## src/rtl/decode_issue_stage_if.sv

```systemverilog
// Issue-side bundle of decode_issue_stage: registered decode results toward
// execute, with the valid/ready handshake for the single output slot.
interface decode_issue_stage_if #(
  parameter int unsigned XLEN = 64
);
  logic            out_valid;
  logic            out_ready;
  logic [XLEN-1:0] out_pc;
  logic [XLEN-1:0] out_rs1_data;
  logic [XLEN-1:0] out_rs2_data;
  logic [XLEN-1:0] out_imm;
  logic [4:0]      out_rd;
  logic            out_reg_wen;
  logic [11:0]     out_opclass;
  logic [2:0]      out_func3;
  logic [6:0]      out_func7;
  logic            out_illegal;

  modport master (
    output out_valid, out_pc, out_rs1_data, out_rs2_data, out_imm, out_rd,
           out_reg_wen, out_opclass, out_func3, out_func7, out_illegal,
    input  out_ready
  );

  modport slave (
    input  out_valid, out_pc, out_rs1_data, out_rs2_data, out_imm, out_rd,
           out_reg_wen, out_opclass, out_func3, out_func7, out_illegal,
    output out_ready
  );
endinterface

```

## src/rtl/decode_issue_stage.sv

```systemverilog
// RV32I/RV64I+M decode/issue stage: operand forwarding, load-use stall,
// one registered issue slot toward execute, saturating stall counter.
module decode_issue_stage #(
  parameter int unsigned XLEN    = 64,
  parameter int unsigned NUM_FWD = 2,
  parameter int unsigned CNT_W   = 32
) (
  input  logic                    clk,
  input  logic                    rst,
  input  logic                    in_valid,
  output logic                    in_ready,
  input  logic [31:0]             in_instr,
  input  logic [XLEN-1:0]         in_pc,
  output logic [4:0]              rf_rs1_addr,
  output logic [4:0]              rf_rs2_addr,
  input  logic [XLEN-1:0]         rf_rdata1,
  input  logic [XLEN-1:0]         rf_rdata2,
  input  logic [NUM_FWD-1:0]      fwd_valid,
  input  logic [NUM_FWD*5-1:0]    fwd_rd,
  input  logic [NUM_FWD-1:0]      fwd_is_load,
  input  logic [NUM_FWD*XLEN-1:0] fwd_data,
  input  logic                    flush,
  decode_issue_stage_if.master    iss,
  output logic [CNT_W-1:0]        stall_count
);

  typedef enum logic [6:0] {
    OPC_LUI    = 7'h37, OPC_AUIPC = 7'h17, OPC_JAL    = 7'h6F, OPC_JALR   = 7'h67,
    OPC_REG    = 7'h33, OPC_REGW  = 7'h3B, OPC_IMM    = 7'h13, OPC_IMMW   = 7'h1B,
    OPC_LOAD   = 7'h03, OPC_STORE = 7'h23, OPC_BRANCH = 7'h63, OPC_SYSTEM = 7'h73
  } opcode_e;

  localparam logic IS64 = (XLEN == 64);

  logic [6:0] opcode, func7;
  logic [2:0] func3;
  logic [4:0] rs1, rs2, rd;
  logic is_lui, is_auipc, is_jal, is_jalr, is_alu_reg, is_alu_regw;
  logic is_alu_imm, is_alu_immw, is_load, is_store, is_branch, is_system;
  logic [11:0] opclass;
  logic illegal, reg_wen, need_rs1, need_rs2, hazard, accept;
  logic r_bad, ld_bad, st_bad, br_bad;
  logic signed [31:0] imm_raw;
  logic [XLEN-1:0] rs1_val, rs2_val;
  logic rs1_load, rs2_load;

  assign opcode = in_instr[6:0];
  assign rd     = in_instr[11:7];
  assign func3  = in_instr[14:12];
  assign rs1    = in_instr[19:15];
  assign rs2    = in_instr[24:20];
  assign func7  = in_instr[31:25];

  assign rf_rs1_addr = rs1;
  assign rf_rs2_addr = rs2;

  // W opcodes decode as unknown on a 32-bit datapath
  assign is_lui      = (opcode == OPC_LUI);
  assign is_auipc    = (opcode == OPC_AUIPC);
  assign is_jal      = (opcode == OPC_JAL);
  assign is_jalr     = (opcode == OPC_JALR);
  assign is_alu_reg  = (opcode == OPC_REG);
  assign is_alu_regw = IS64 && (opcode == OPC_REGW);
  assign is_alu_imm  = (opcode == OPC_IMM);
  assign is_alu_immw = IS64 && (opcode == OPC_IMMW);
  assign is_load     = (opcode == OPC_LOAD);
  assign is_store    = (opcode == OPC_STORE);
  assign is_branch   = (opcode == OPC_BRANCH);
  assign is_system   = (opcode == OPC_SYSTEM);

  assign opclass = {is_lui, is_auipc, is_jal, is_jalr, is_alu_reg, is_alu_regw,
                    is_alu_imm, is_alu_immw, is_load, is_store, is_branch, is_system};

  assign r_bad  = (is_alu_reg || is_alu_regw) &&
                  !(func7 == 7'h00 || func7 == 7'h01 ||
                    (func7 == 7'h20 && (func3 == 3'b000 || func3 == 3'b101)));
  assign ld_bad = is_load && (func3 == 3'b111 ||
                  (!IS64 && (func3 == 3'b011 || func3 == 3'b110)));
  assign st_bad = is_store && (func3 > 3'b011 || (!IS64 && func3 == 3'b011));
  assign br_bad = is_branch && (func3 == 3'b010 || func3 == 3'b011);
  assign illegal = !(|opclass) || r_bad || ld_bad || st_bad || br_bad;

  assign reg_wen = (is_jalr || is_alu_imm || is_alu_immw || is_load || is_lui ||
                    is_auipc || is_jal || is_alu_reg || is_alu_regw) &&
                   !illegal && (rd != 5'd0);

  assign need_rs1 = !(is_lui || is_auipc || is_jal);
  assign need_rs2 = is_alu_reg || is_alu_regw || is_branch || is_store;

  // Every format fits in 32 bits sign-extended from instr[31]; widened at the register
  always_comb begin
    imm_raw = '0;
    if (is_jalr || is_alu_imm || is_alu_immw || is_load)
      imm_raw = {{20{in_instr[31]}}, in_instr[31:20]};
    else if (is_store)
      imm_raw = {{20{in_instr[31]}}, in_instr[31:25], in_instr[11:7]};
    else if (is_branch)
      imm_raw = {{20{in_instr[31]}}, in_instr[7], in_instr[30:25], in_instr[11:8], 1'b0};
    else if (is_jal)
      imm_raw = {{12{in_instr[31]}}, in_instr[19:12], in_instr[20], in_instr[30:21], 1'b0};
    else if (is_lui || is_auipc)
      imm_raw = {in_instr[31:12], 12'b0};
  end

  // Walk oldest to youngest so the youngest matching channel decides; a load
  // match flags a hazard but never overrides a non-load operand value.
  always_comb begin
    rs1_val  = rf_rdata1;
    rs2_val  = rf_rdata2;
    rs1_load = 1'b0;
    rs2_load = 1'b0;
    for (int unsigned i = NUM_FWD; i > 0; i--) begin
      if (fwd_valid[i-1] && fwd_rd[(i-1)*5 +: 5] == rs1) begin
        rs1_load = fwd_is_load[i-1];
        if (!fwd_is_load[i-1]) rs1_val = fwd_data[(i-1)*XLEN +: XLEN];
      end
      if (fwd_valid[i-1] && fwd_rd[(i-1)*5 +: 5] == rs2) begin
        rs2_load = fwd_is_load[i-1];
        if (!fwd_is_load[i-1]) rs2_val = fwd_data[(i-1)*XLEN +: XLEN];
      end
    end
    if (rs1 == 5'd0) rs1_val = '0;
    if (rs2 == 5'd0) rs2_val = '0;
  end

  assign hazard   = (need_rs1 && rs1 != 5'd0 && rs1_load) ||
                    (need_rs2 && rs2 != 5'd0 && rs2_load);
  assign in_ready = (!iss.out_valid || iss.out_ready) && !hazard && !flush;
  assign accept   = in_valid && in_ready;

  always_ff @(posedge clk or negedge rst) begin
    if (!rst) begin
      iss.out_valid    <= 1'b0;
      iss.out_pc       <= '0;
      iss.out_rs1_data <= '0;
      iss.out_rs2_data <= '0;
      iss.out_imm      <= '0;
      iss.out_rd       <= '0;
      iss.out_reg_wen  <= 1'b0;
      iss.out_opclass  <= '0;
      iss.out_func3    <= '0;
      iss.out_func7    <= '0;
      iss.out_illegal  <= 1'b0;
      stall_count      <= '0;
    end else begin
      if (flush) begin
        iss.out_valid <= 1'b0;
      end else if (accept) begin
        iss.out_valid    <= 1'b1;
        iss.out_pc       <= in_pc;
        iss.out_rs1_data <= rs1_val;
        iss.out_rs2_data <= rs2_val;
        iss.out_imm      <= XLEN'(imm_raw);
        iss.out_rd       <= rd;
        iss.out_reg_wen  <= reg_wen;
        iss.out_opclass  <= opclass;
        iss.out_func3    <= func3;
        iss.out_func7    <= func7;
        iss.out_illegal  <= illegal;
      end else if (iss.out_ready) begin
        iss.out_valid <= 1'b0;
      end
      if (in_valid && hazard && !flush && !(&stall_count))
        stall_count <= stall_count + CNT_W'(1);
    end
  end

endmodule

```

## src/flat_wrapper.sv

```systemverilog
// flat-port wrapper written by rule: the top's interface ports become plain ports
module decode_issue_stage_flat 
#(
  parameter int unsigned XLEN    = 64,
  parameter int unsigned NUM_FWD = 2,
  parameter int unsigned CNT_W   = 32
)
  (clk, rst, in_valid, in_ready, in_instr, in_pc, rf_rs1_addr, rf_rs2_addr, rf_rdata1, rf_rdata2, fwd_valid, fwd_rd, fwd_is_load, fwd_data, flush, stall_count, iss_out_valid, iss_out_pc, iss_out_rs1_data, iss_out_rs2_data, iss_out_imm, iss_out_rd, iss_out_reg_wen, iss_out_opclass, iss_out_func3, iss_out_func7, iss_out_illegal, iss_out_ready);
  decode_issue_stage_if #(.XLEN(XLEN)) iss_i ();
  input  logic clk;
  input  logic rst;
  input  logic in_valid;
  output logic in_ready;
  input  logic [31:0] in_instr;
  input  logic [XLEN-1:0] in_pc;
  output logic [4:0] rf_rs1_addr;
  output logic [4:0] rf_rs2_addr;
  input  logic [XLEN-1:0] rf_rdata1;
  input  logic [XLEN-1:0] rf_rdata2;
  input  logic [NUM_FWD-1:0] fwd_valid;
  input  logic [NUM_FWD*5-1:0] fwd_rd;
  input  logic [NUM_FWD-1:0] fwd_is_load;
  input  logic [NUM_FWD*XLEN-1:0] fwd_data;
  input  logic flush;
  output logic [CNT_W-1:0] stall_count;
  output wire logic [$bits(iss_i.out_valid)-1:0] iss_out_valid;
  output wire logic [$bits(iss_i.out_pc)-1:0] iss_out_pc;
  output wire logic [$bits(iss_i.out_rs1_data)-1:0] iss_out_rs1_data;
  output wire logic [$bits(iss_i.out_rs2_data)-1:0] iss_out_rs2_data;
  output wire logic [$bits(iss_i.out_imm)-1:0] iss_out_imm;
  output wire logic [$bits(iss_i.out_rd)-1:0] iss_out_rd;
  output wire logic [$bits(iss_i.out_reg_wen)-1:0] iss_out_reg_wen;
  output wire logic [$bits(iss_i.out_opclass)-1:0] iss_out_opclass;
  output wire logic [$bits(iss_i.out_func3)-1:0] iss_out_func3;
  output wire logic [$bits(iss_i.out_func7)-1:0] iss_out_func7;
  output wire logic [$bits(iss_i.out_illegal)-1:0] iss_out_illegal;
  input wire logic [$bits(iss_i.out_ready)-1:0] iss_out_ready;
  assign iss_out_valid = iss_i.out_valid;
  assign iss_out_pc = iss_i.out_pc;
  assign iss_out_rs1_data = iss_i.out_rs1_data;
  assign iss_out_rs2_data = iss_i.out_rs2_data;
  assign iss_out_imm = iss_i.out_imm;
  assign iss_out_rd = iss_i.out_rd;
  assign iss_out_reg_wen = iss_i.out_reg_wen;
  assign iss_out_opclass = iss_i.out_opclass;
  assign iss_out_func3 = iss_i.out_func3;
  assign iss_out_func7 = iss_i.out_func7;
  assign iss_out_illegal = iss_i.out_illegal;
  assign iss_i.out_ready = iss_out_ready;
  decode_issue_stage #(.XLEN(XLEN), .NUM_FWD(NUM_FWD), .CNT_W(CNT_W)) u_core (.clk(clk), .rst(rst), .in_valid(in_valid), .in_ready(in_ready), .in_instr(in_instr), .in_pc(in_pc), .rf_rs1_addr(rf_rs1_addr), .rf_rs2_addr(rf_rs2_addr), .rf_rdata1(rf_rdata1), .rf_rdata2(rf_rdata2), .fwd_valid(fwd_valid), .fwd_rd(fwd_rd), .fwd_is_load(fwd_is_load), .fwd_data(fwd_data), .flush(flush), .iss(iss_i), .stall_count(stall_count));
endmodule
```

## config.mk

```make
export PLATFORM = sky130hd
export DESIGN_NAME = decode_issue_stage_flat
export DESIGN_NICKNAME = d
export VERILOG_FILES = /design/src/rtl/decode_issue_stage_if.sv /design/src/rtl/decode_issue_stage.sv /design/src/flat_wrapper.sv
export SDC_FILE = /design/constraint.sdc
export NUM_CORES = 1
export LEC_CHECK = 0
export ABC_AREA = 1
export BUFFER_PORTS_ARGS = -buffer_cell sky130_fd_sc_hd__buf_2
export CORE_AREA = 2 2 272 274
export CTS_BUF_LIST = sky130_fd_sc_hd__clkbuf_2
export DETAILED_ROUTE_END_ITERATION = 6
export DIE_AREA = 0 0 274 276
export PLACE_DENSITY_LB_ADDON = 0.3
export SLEW_MARGIN = 0
export SYNTH_ARGS = -nofsm -noshare
export SYNTH_HDL_FRONTEND = slang
export SYNTH_SLANG_ARGS = --single-unit
export TNS_END_PERCENT = 5
```

## constraint.sdc

```tcl
create_clock -name clk -period 5.8 [get_ports clk]
set_input_delay 1.45 -clock clk [delete_from_list [all_inputs] [get_ports clk]]
set_output_delay 1.45 -clock clk [all_outputs]
set_load 0.05 [all_outputs]
```

Word-level counts from Yosys, hierarchy flattened
Index checks and enable logic that the tools add are counted.

Register bits after elaboration: 286. Input bits: 371. Output and inout port bits: 329. Word-level logic and storage cells: 122.

$add $sub $neg: 1. $lt $le $gt $ge: 1. Equality and inequality tests: 22. Multiplexer cells: 22. Bitwise gates (word level): 1. Reductions and logical operators: 63.

Operator list (number): $mux W64 (10); $mux W32 (5); $eq A7 B6 Y1 const B (5); $add A32 B1 Y32 const B (1); $reduce_and A32 Y1 (1); $eq A7 B7 Y1 const B (4); $logic_or A1 B1 Y1 (23); $eq A7 B5 Y1 const B (3); $logic_and A1 B1 Y1 (21); $eq A5 B5 Y1 (4); $reduce_bool A5 Y1 (3); $reduce_or A12 Y1 (1); $logic_not A5 Y1 (2); $logic_not A1 Y1 (8); $eq A7 B1 Y1 const B (1); $eq A7 B2 Y1 const B (1); $logic_not A7 Y1 (1); $mux W1 (7); $eq A3 B2 Y1 const B (2); $eq A3 B3 Y1 const B (2); $gt A3 B2 Y1 const B (1); $logic_not A3 Y1 (1); $reduce_bool A3 Y1 (1); $reduce_and A2 Y1 (1); $not A1 Y1 (1).

Logic depth before layout (Yosys ltp)
Gate-level depths: netlist (run 1).

Depth in word-level cells: 13. Gate-level depth with buffers: 15. Mapped depth without buffers: 13.

Least setup slack after synthesis (run 1)
Ideal clock, no wire load.

Path type: input to output. Start: input port in_instr[1]. End: output port in_ready. Arrival: 2.552 ns. Required time: 4.350 ns. Slack: 1.798 ns. Cell stages on the path: 11. Path buffers: 0. Path through: nand2_1 > inv_1 > nand2_1 > inv_2 > nand2_1 > nand3_1 > nand2_1 > inv_1 > nand3_1 > nand3_2 > inv_1.

Word-level cells in the longest chain between the ends: 10. Elaborated cells between the ends (all ways): 21. Those cells by class: eq/ne: 7; reduce/logical: 14.

Ends and longest elaborated chain: start: declaration (line flat_wrapper.sv:14) `input logic [31:0] in_instr;`; $eq A7 B6 Y1 (tied with other cells) (line decode_issue_stage.sv:58) `assign is_lui = (opcode == OPC_LUI);`; $logic_or A1 B1 Y1, on equally long branches (2 in series) (line decode_issue_stage.sv:87, decode_issue_stage.sv:88); $logic_not A1 Y1 or $logic_or A1 B1 Y1 (tied branches) (line decode_issue_stage.sv:87, decode_issue_stage.sv:88); $logic_and A1 B1 Y1, on equally long branches (2 in series) (line decode_issue_stage.sv:126, decode_issue_stage.sv:127); $logic_or A1 B1 Y1 (*) (line decode_issue_stage.sv:126) `assign hazard = (need_rs1 && rs1 != 5'd0 && rs1_load) ||`; $logic_not A1 Y1 (*) (line decode_issue_stage.sv:128) `assign in_ready = (!iss.out_valid || iss.out_ready) && !hazard && !flush;`; $logic_and A1 B1 Y1 (*) (2 in series) (line decode_issue_stage.sv:128); end: declaration (line flat_wrapper.sv:13) `output logic in_ready;`.

Mark *: on every way between the ends. The rest lies on a longest branch, timed or not.

Final worst setup path (run 1)
Start: input port in_instr[18]. End: output port in_ready.

Word-level cells in the longest chain between the ends: 9. Elaborated cells between the ends (all ways): 13. Those cells by class: eq/ne: 2; mux: 2; reduce/logical: 9.

Ends and longest elaborated chain: $eq A5 B5 Y1 (line decode_issue_stage.sv:113) `if (fwd_valid[i-1] && fwd_rd[(i-1)*5 +: 5] == rs1) begin`; $logic_and A1 B1 Y1 (line decode_issue_stage.sv:113); $mux W1 (2 in series) (line decode_issue_stage.sv:113); $logic_and A1 B1 Y1 (*) (line decode_issue_stage.sv:126); $logic_or A1 B1 Y1 (*) (line decode_issue_stage.sv:126); $logic_not A1 Y1 (*) (line decode_issue_stage.sv:128); $logic_and A1 B1 Y1 (*) (2 in series) (line decode_issue_stage.sv:128).

Marked as above.

==> results of run 1 <==
synth_stat cells:
cell         n  area, µm²
nand2_1   1014       3806
dfrtp_1    286       7157
o21ai_0    278       1391
a21oi_1    197      986.0
inv_1      130      488.0
nor2_1     126      473.0
nand3_1     98      490.5
clkbuf_1    96      360.4
or2_2       63      394.1
buf_2       59      295.3
buf_4       47      352.8
nand4_1     46      287.8
nor3_1      25      125.1
xor2_1      17      148.9
inv_2       10      37.54
xnor2_1     10      87.58
buf_1        9      33.78
a41oi_1      6      52.55
o22ai_1      5      31.28
nand3b_1     3      22.52
a31oi_1      1      6.260
ha_1         1      12.51
nand2_2      1      6.260
nand3_2      1      10.01
nor2_2       1      6.260
nor2_4       1      11.26
nor3_2       1      10.01
nor4_1       1      6.260
o211ai_1     1      7.510
o21ai_1      1      5.000
power groups by stage:
stage	logic, W	clock network, W	registers, W
finish	0.00225	0.00166	0.00242
global route	0.00240	0.00187	0.00245
CTS	0.00227	0.00177	0.00242
detailed placement	0.00227	0	0.00245
global placement	0.00227	0	0.00245
floorplan	0.000581	0	0.00340
logic make-up after synthesis:
family,after synthesis
simple gates,1381
compound gates,489
buf+inv,351
flops,286
xor+xnor,27
fa+ha+maj,1
cell type report:
class                   instances  area, µm²
fillers                      8237      50610
multi-input cells            1898       8458
flip-flops and latches        286       7157
repair buffers                727       3809
well taps                     959       1200
clock buffers                 123      615.6
inverters                     140      525.5
clock inverters                31      176.4
diodes                         14      35.03
sequential cells by signal (all words and copies together), names as in the netlist:
register / cells
u_core.iss.out_imm: 32
u_core.iss.out_pc: 64
u_core.iss.out_reg_wen: 1
u_core.iss.out_opclass: 12
u_core.stall_count: 32
u_core.iss.out_func3: 3
u_core.iss.out_illegal: 1
u_core.iss.out_rs1_data: 64
u_core.iss.out_rs2_data: 64
u_core.iss.out_func7: 7
u_core.iss.out_valid: 1
u_core.iss.out_rd: 5
metrics by stage:
step	util	setup WS [ns]	power, W	instances
after floorplan	-	1.798	0.003976	2535
after global placement	0.2914	1.004	0.004719	4010
after detailed placement	0.2914	1.011	0.004724	4010
after CTS	0.3023	1.008	0.006467	4164
after global routing	0.3025	0.8812	0.006725	4171
final	0.3028	1.039	0.006328	4178
worst max-delay path: cells and delay by family:
family	cells	cell delay, ns
AND/OR/NAND/NOR	8	1.10
buffers and inverters	4	0.76
worst paths after layout:
kind,endpoint,slack (ns),depth (start not counted)
max,in_ready,1.04,12
min,u_core.iss.out_pc[31],0.38,1
max reg2reg,u_core.stall_count[18],3.21,11
min reg2reg,u_core.iss.out_imm[13],0.48,2
max in group asynchronous,u_core.iss.out_rs1_data[55],4.11,2
min in group clk,u_core.iss.out_imm[13],0.48,2
metal layers:
| metal | vias up | track usage | share of wire |
|---|---|---|---|
| li1 | 9353 | - | - |
| met1 | 9003 | 0.2519 | 0.40 |
| met2 | 865 | 0.3439 | 0.47 |
| met3 | 165 | 0.05758 | 0.085 |
| met4 | 20 | 0.09727 | 0.041 |
| met5 | - | 0 | 0.0015 |
placed cells by master (no fill, tap or decap), types with 2 or more instances in the layout:
| cell type | count |
|---|---|
| nand4_1 | 46 |
| inv_1 | 130 |
| a41oi_1 | 6 |
| nor2_1 | 123 |
| dfrtp_1 | 286 |
| o21ai_0 | 278 |
| or2_2 | 63 |
| nor3_2 | 2 |
| inv_6 | 2 |
| nand2_1 | 1013 |
| clkinv_1 | 17 |
| buf_2 | 697 |
| nand3_1 | 94 |
| clkinvlp_4 | 2 |
| clkbuf_2 | 123 |
| nand3b_1 | 3 |
| nor2_2 | 2 |
| nor2_4 | 3 |
| inv_2 | 11 |
| nand3_4 | 4 |
| a21oi_1 | 197 |
| o22ai_1 | 5 |
| clkinv_2 | 7 |
| xnor2_1 | 10 |
| nor3_1 | 24 |
| buf_12 | 7 |
| diode_2 | 14 |
| xor2_1 | 17 |
| buf_4 | 22 |
==> impl_metrics.yaml, run 1 <==
status:
  status: "finished, final reports clean"
power:
  clockPowerShare: 0.262
  max-vdd-ir-drop_v: 0.0001591
  power_per_cell_area_nw_per_um2: 288.0
  switching_share: 0.4630
  p_sw_w: 0.002930
  p_seq_frac: 0.382
  p_int_w: 0.003398
  leakage_nw: 12.54
  pwr-share-comb: 0.355
floorplan:
  start_util: 0.2356
  die-area_um2: 75620
  rows: 99
  io_pins: 700
  dieHeight_um: 276
  die_w_um: 274
  core-area_um2: 72590
worst_setup_path:
  end_kind: "primary output"
  crit_slowest_cell: "nand3_4"
  r2r-start: "u_core.stall_count[1]"
  crit_start: "in_instr[18]"
  critPathMaxStageDelay_ns: 0.31
  crit_type: "in -> out"
  worstPathArrival_ns: 3.31
  cp_cell_sequence: "buf_2 -> inv_1 -> nand2_1 -> nand2_1 -> nor2_1 -> nand3_4 -> nor2_1 -> nor2_1 -> nand2_1 -> nand3_2 -> inv_1 -> buf_2"
  cp-start-kind: "input pin"
  crit_required_ns: 4.35
  cp_max_fo: 19
hold_path:
  hp-class: "in -> async"
routing:
  drc_errors: 0
  antenna_left: 0
  wl_per_cell_um: 19.44
  vias_per_cell: 4.645
  drtPass1Iterations: 5
  via_count: 19410
  drtIter0Drc: 1206
  drt_wl_total_um: 81220
synthesis:
  ys_ff_latch: 286
  synthSimpleGateAreaFrac: 0.3303
  synth_compound_area_frac: 0.1450
  synth-seq-area-share: 0.4185
  synth_top_family_by_area: "simple AND/OR/NAND/NOR gates"
  syn_nets: 2907
  ys.warnings.count: 0
  yosys.area_share.adder: 0.0007316
  synth_xor_area_frac: 0.01383
  synth.avg_cell_area_um2: 6.747
  synthDistinctLibCells: 30
  synthMuxAreaShare: 0
  postSynthCellCount: 2535
  synth.cell_area_um2: 17100
grt:
  grt_max_degree: 139
  track_usage: 0.2091
  grt_pass1_vias: 18960
  grt_first_pass_wirelength_um: 120300
  antenna_found_initial: 30
  overflow: 0
sta:
  setup_viol: 0
  relSlewSlack: 0.2524
  skew_ns: 0.1283
  min_period_ns: 4.761
  min_period_over_period: 0.8208
  tightestPinTransition_ns: 1.110
  max_freq_mhz: 210.1
  final-max-slew-violation-count: 0
  hold_violations: 0
  rsz0062_at_grt: "false"
  setup_tns_ns: 0
  holdWs_ns: 0.3789
clock_network:
  root_buffer: "clkbuf_2"
  path_clk_slew_ns: 0.09
  htreeDepth: 3
  numCtsBuffers: 87
  cts_setup_buffers: 0
  clk_latency_ns: 1.06
  clock_path_buffers: 3
  cts_resized: 0
  cts_hold_buf: 0
  cts.sinks: 286
  tritoncts: "built"
place:
  numPortBuffers: 699
  placed_area_um2: 21150
  gp_congestion: 0.8877
  dp_hpwl_um: 57140
job:
  drv_cap: 0
finish:
  area_growth_pct: 28.50
  fin_area_um2: 21980
  drive_gt1_frac: 0.2967
  layout.nets: 3512
Note: power is estimated with default switching activity, not from simulation.
==> run 2: changes to the inputs <==
- ABC_AREA: 1 -> 0
- CORE_AREA: 2 2 272 274 -> 2 2 270 272
- DIE_AREA: 0 0 274 276 -> 0 0 272 274
- clock period: 5.8 -> 4.2 ns (I/O delays scaled with it)
==> impl_metrics.yaml, run 2 <==
synthesis:
  synth.avg_cell_area_um2: 9.852
  synth_async_sr_flop_share: 1.000
  synth_top_family_by_area: "multiplexers"
  yosysMostFrequentCell: "nand2_1"
  synthDistinctLibCells: 49
  synth_top_area_share: 0.4801
  synth-seq-area-share: 0.4801
  yosys.area_share.adder: 0.0008394
  synthSimpleGateAreaFrac: 0.1309
  ys_dominant_reg_cell: "dfrtp_1"
  synth_xor_area_frac: 0.03055
  synth_edf_count: 0
  post-synth-top-area-cell: "dfrtp_1"
  syn_nets: 1885
  synthMuxAreaShare: 0.1492
  synth_area_leaders: "dfrtp_1, mux2i_1, nand2_1, o31ai_1, o21ai_0"
  synth_compound_area_frac: 0.1460
  postSynthCellCount: 1513
  ys_ff_latch: 286
  synth.cell_area_um2: 14910
  ys_top_cells_by_count: "nand2_1, dfrtp_1, o21ai_0"
  ys.warnings.count: 0
grt:
  grt_first_pass_wirelength_um: 88050
  grt_max_degree: 145
  track_usage: 0.1535
  antenna_found_initial: 6
  overflow: 0
  grt_pass1_vias: 14460
sta:
  max_freq_mhz: 257.0
  holdWs_ns: 0.2371
  skew_ns: 0.1063
  min_period_ns: 3.891
  rsz0062_at_grt: "false"
  hold_violations: 0
  tightestPinTransition_ns: 0.9900
  setup_tns_ns: 0
  setup_viol: 0
  final-max-slew-violation-count: 0
  relSlewSlack: 0.3400
  min_period_over_period: 0.9264
clock_network:
  root_buffer: "clkbuf_2"
  path_clk_slew_ns: 0.10
  cts.sinks: 286
  htreeDepth: 3
  cts_setup_buffers: 0
  numCtsBuffers: 86
  tritoncts: "built"
  clk_latency_ns: 1.07
  cts_resized: 0
  cts_hold_buf: 2
  clock_path_buffers: 3
floorplan:
  core-area_um2: 71970
  io_pins: 700
  start_util: 0.2071
  dieHeight_um: 274
  die-area_um2: 74530
  rows: 99
  die_w_um: 272
power:
  p_int_w: 0.004638
  switching_share: 0.4406
  clockPowerShare: 0.259
  power_per_cell_area_nw_per_um2: 413.0
  p_seq_frac: 0.399
  max-vdd-ir-drop_v: 0.0002210
  leakage_nw: 10.38
  p_sw_w: 0.003652
  pwr-share-comb: 0.342
worst_setup_path:
  rrSetupSlack_ns: 1.47
  crit_type: "in -> out"
  end_kind: "primary output"
  cp_common_cell: "buf_2"
  cp_cell_sequence: "buf_2 -> or3b_1 -> a21oi_1 -> buf_4 -> or2_2 -> o22ai_1 -> nor3_1 -> buf_2"
  reg2reg_depth: 8
  crit_slowest_cell: "or3b_1"
  crit_required_ns: 3.15
  worstPathArrival_ns: 2.84
  critPathMaxStageDelay_ns: 0.41
  cp_max_fo: 2
  cp-start-kind: "input pin"
finish:
  area_growth_pct: 34.68
  drive_gt1_frac: 0.4244
  layout.nets: 2563
  layout_common_cells: "buf_2, nand2_1, dfrtp_1"
  largestRegisters: "u_core.iss.out_pc (64), u_core.iss.out_rs1_data (64), u_core.iss.out_rs2_data (64)"
  final_common_cell: "buf_2"
routing:
  wl_per_cell_um: 18.59
  drtIter0Drc: 772
  antenna_left: 0
  vias_per_cell: 4.418
  drt_wl_total_um: 60020
  via_count: 14270
  drtPass1Iterations: 5
  drc_errors: 0
place:
  numPortBuffers: 699
  dp_hpwl_um: 45470
  gp_congestion: 0.9336
hold_path:
  hold_depth: 2
  hp-class: "in -> reg"
status:
  status: "finished, final reports clean"
job:
  drv_cap: 0
run 2: worst paths after layout:
path                                             start                          end
min                                          in_pc[56]        u_core.iss.out_pc[56]
max                                        in_instr[3]                     in_ready
min reg2reg                u_core.iss.out_rs1_data[61]  u_core.iss.out_rs1_data[61]
max in group asynchronous                          rst  u_core.iss.out_rs2_data[13]
min in group asynchronous                          rst  u_core.iss.out_rs1_data[41]
max reg2reg                      u_core.stall_count[0]       u_core.stall_count[31]
run 2: layout make-up:
class                   instances  area, µm²
well taps                     959       1200
diodes                          8      20.02
fillers                      7846      51890
clock buffers                 125      625.6
inverters                       3      11.26
clock inverters                34      155.1
multi-input cells            1063       6864
repair buffers                751       4041
flip-flops and latches        286       7157
run 2: power by group through the flow:
stage	logic, W	clock network, W	registers (W)
after global routing	0.00299	0.00244	0.00336
after global placement	0.00284	0	0.00335
after CTS	0.00287	0.00231	0.00331
after floorplan	0.000648	0	0.00463
final	0.00283	0.00215	0.00331
after detailed placement	0.00286	0	0.00336
run 2: metal layers:
layer	track usage	wire length [µm]	up-vias
met2	0.2539	28720	541
li1	-	-	6711
met5	0	0	-
met4	0.06550	2138	0
met1	0.1871	24890	6897
met3	0.04274	4267	118
run 2: worst max-delay path: cells and delay by family:
family,cells,cell delay [ns]
buffers and inverters,3,0.61
and+or+nand+nor,3,0.73
AOI/OAI and AO/OA,2,0.44
run 2: cell families (layout without fill, tap and decap cells):
| family | count (synthesis) | count (layout) |
|---|---|---|
| mux | 212 | 212 |
| buf+inv | 164 | 913 |
| fa+ha+maj | 1 | 1 |
| simple gates | 448 | 448 |
| xor+xnor | 52 | 52 |
| flops | 286 | 286 |
| other cells | 0 | 8 |
| compound gates | 350 | 350 |
run 2: through the flow:
stage	worst slack [ns]	util	cell area [µm²]	power [W]	std cells
2_1_floorplan	0.1021	-	14910	0.005276	1513
3_3_place_gp	0.2892	0.2675	19250	0.006195	3060
3_5_place_dp	0.2946	0.2675	19250	0.006225	3060
4_1_cts	0.2824	0.2787	20050	0.008485	3221
5_1_grt	0.2002	0.2789	20070	0.008787	3228
6_report	0.3091	0.2789	20070	0.008290	3229
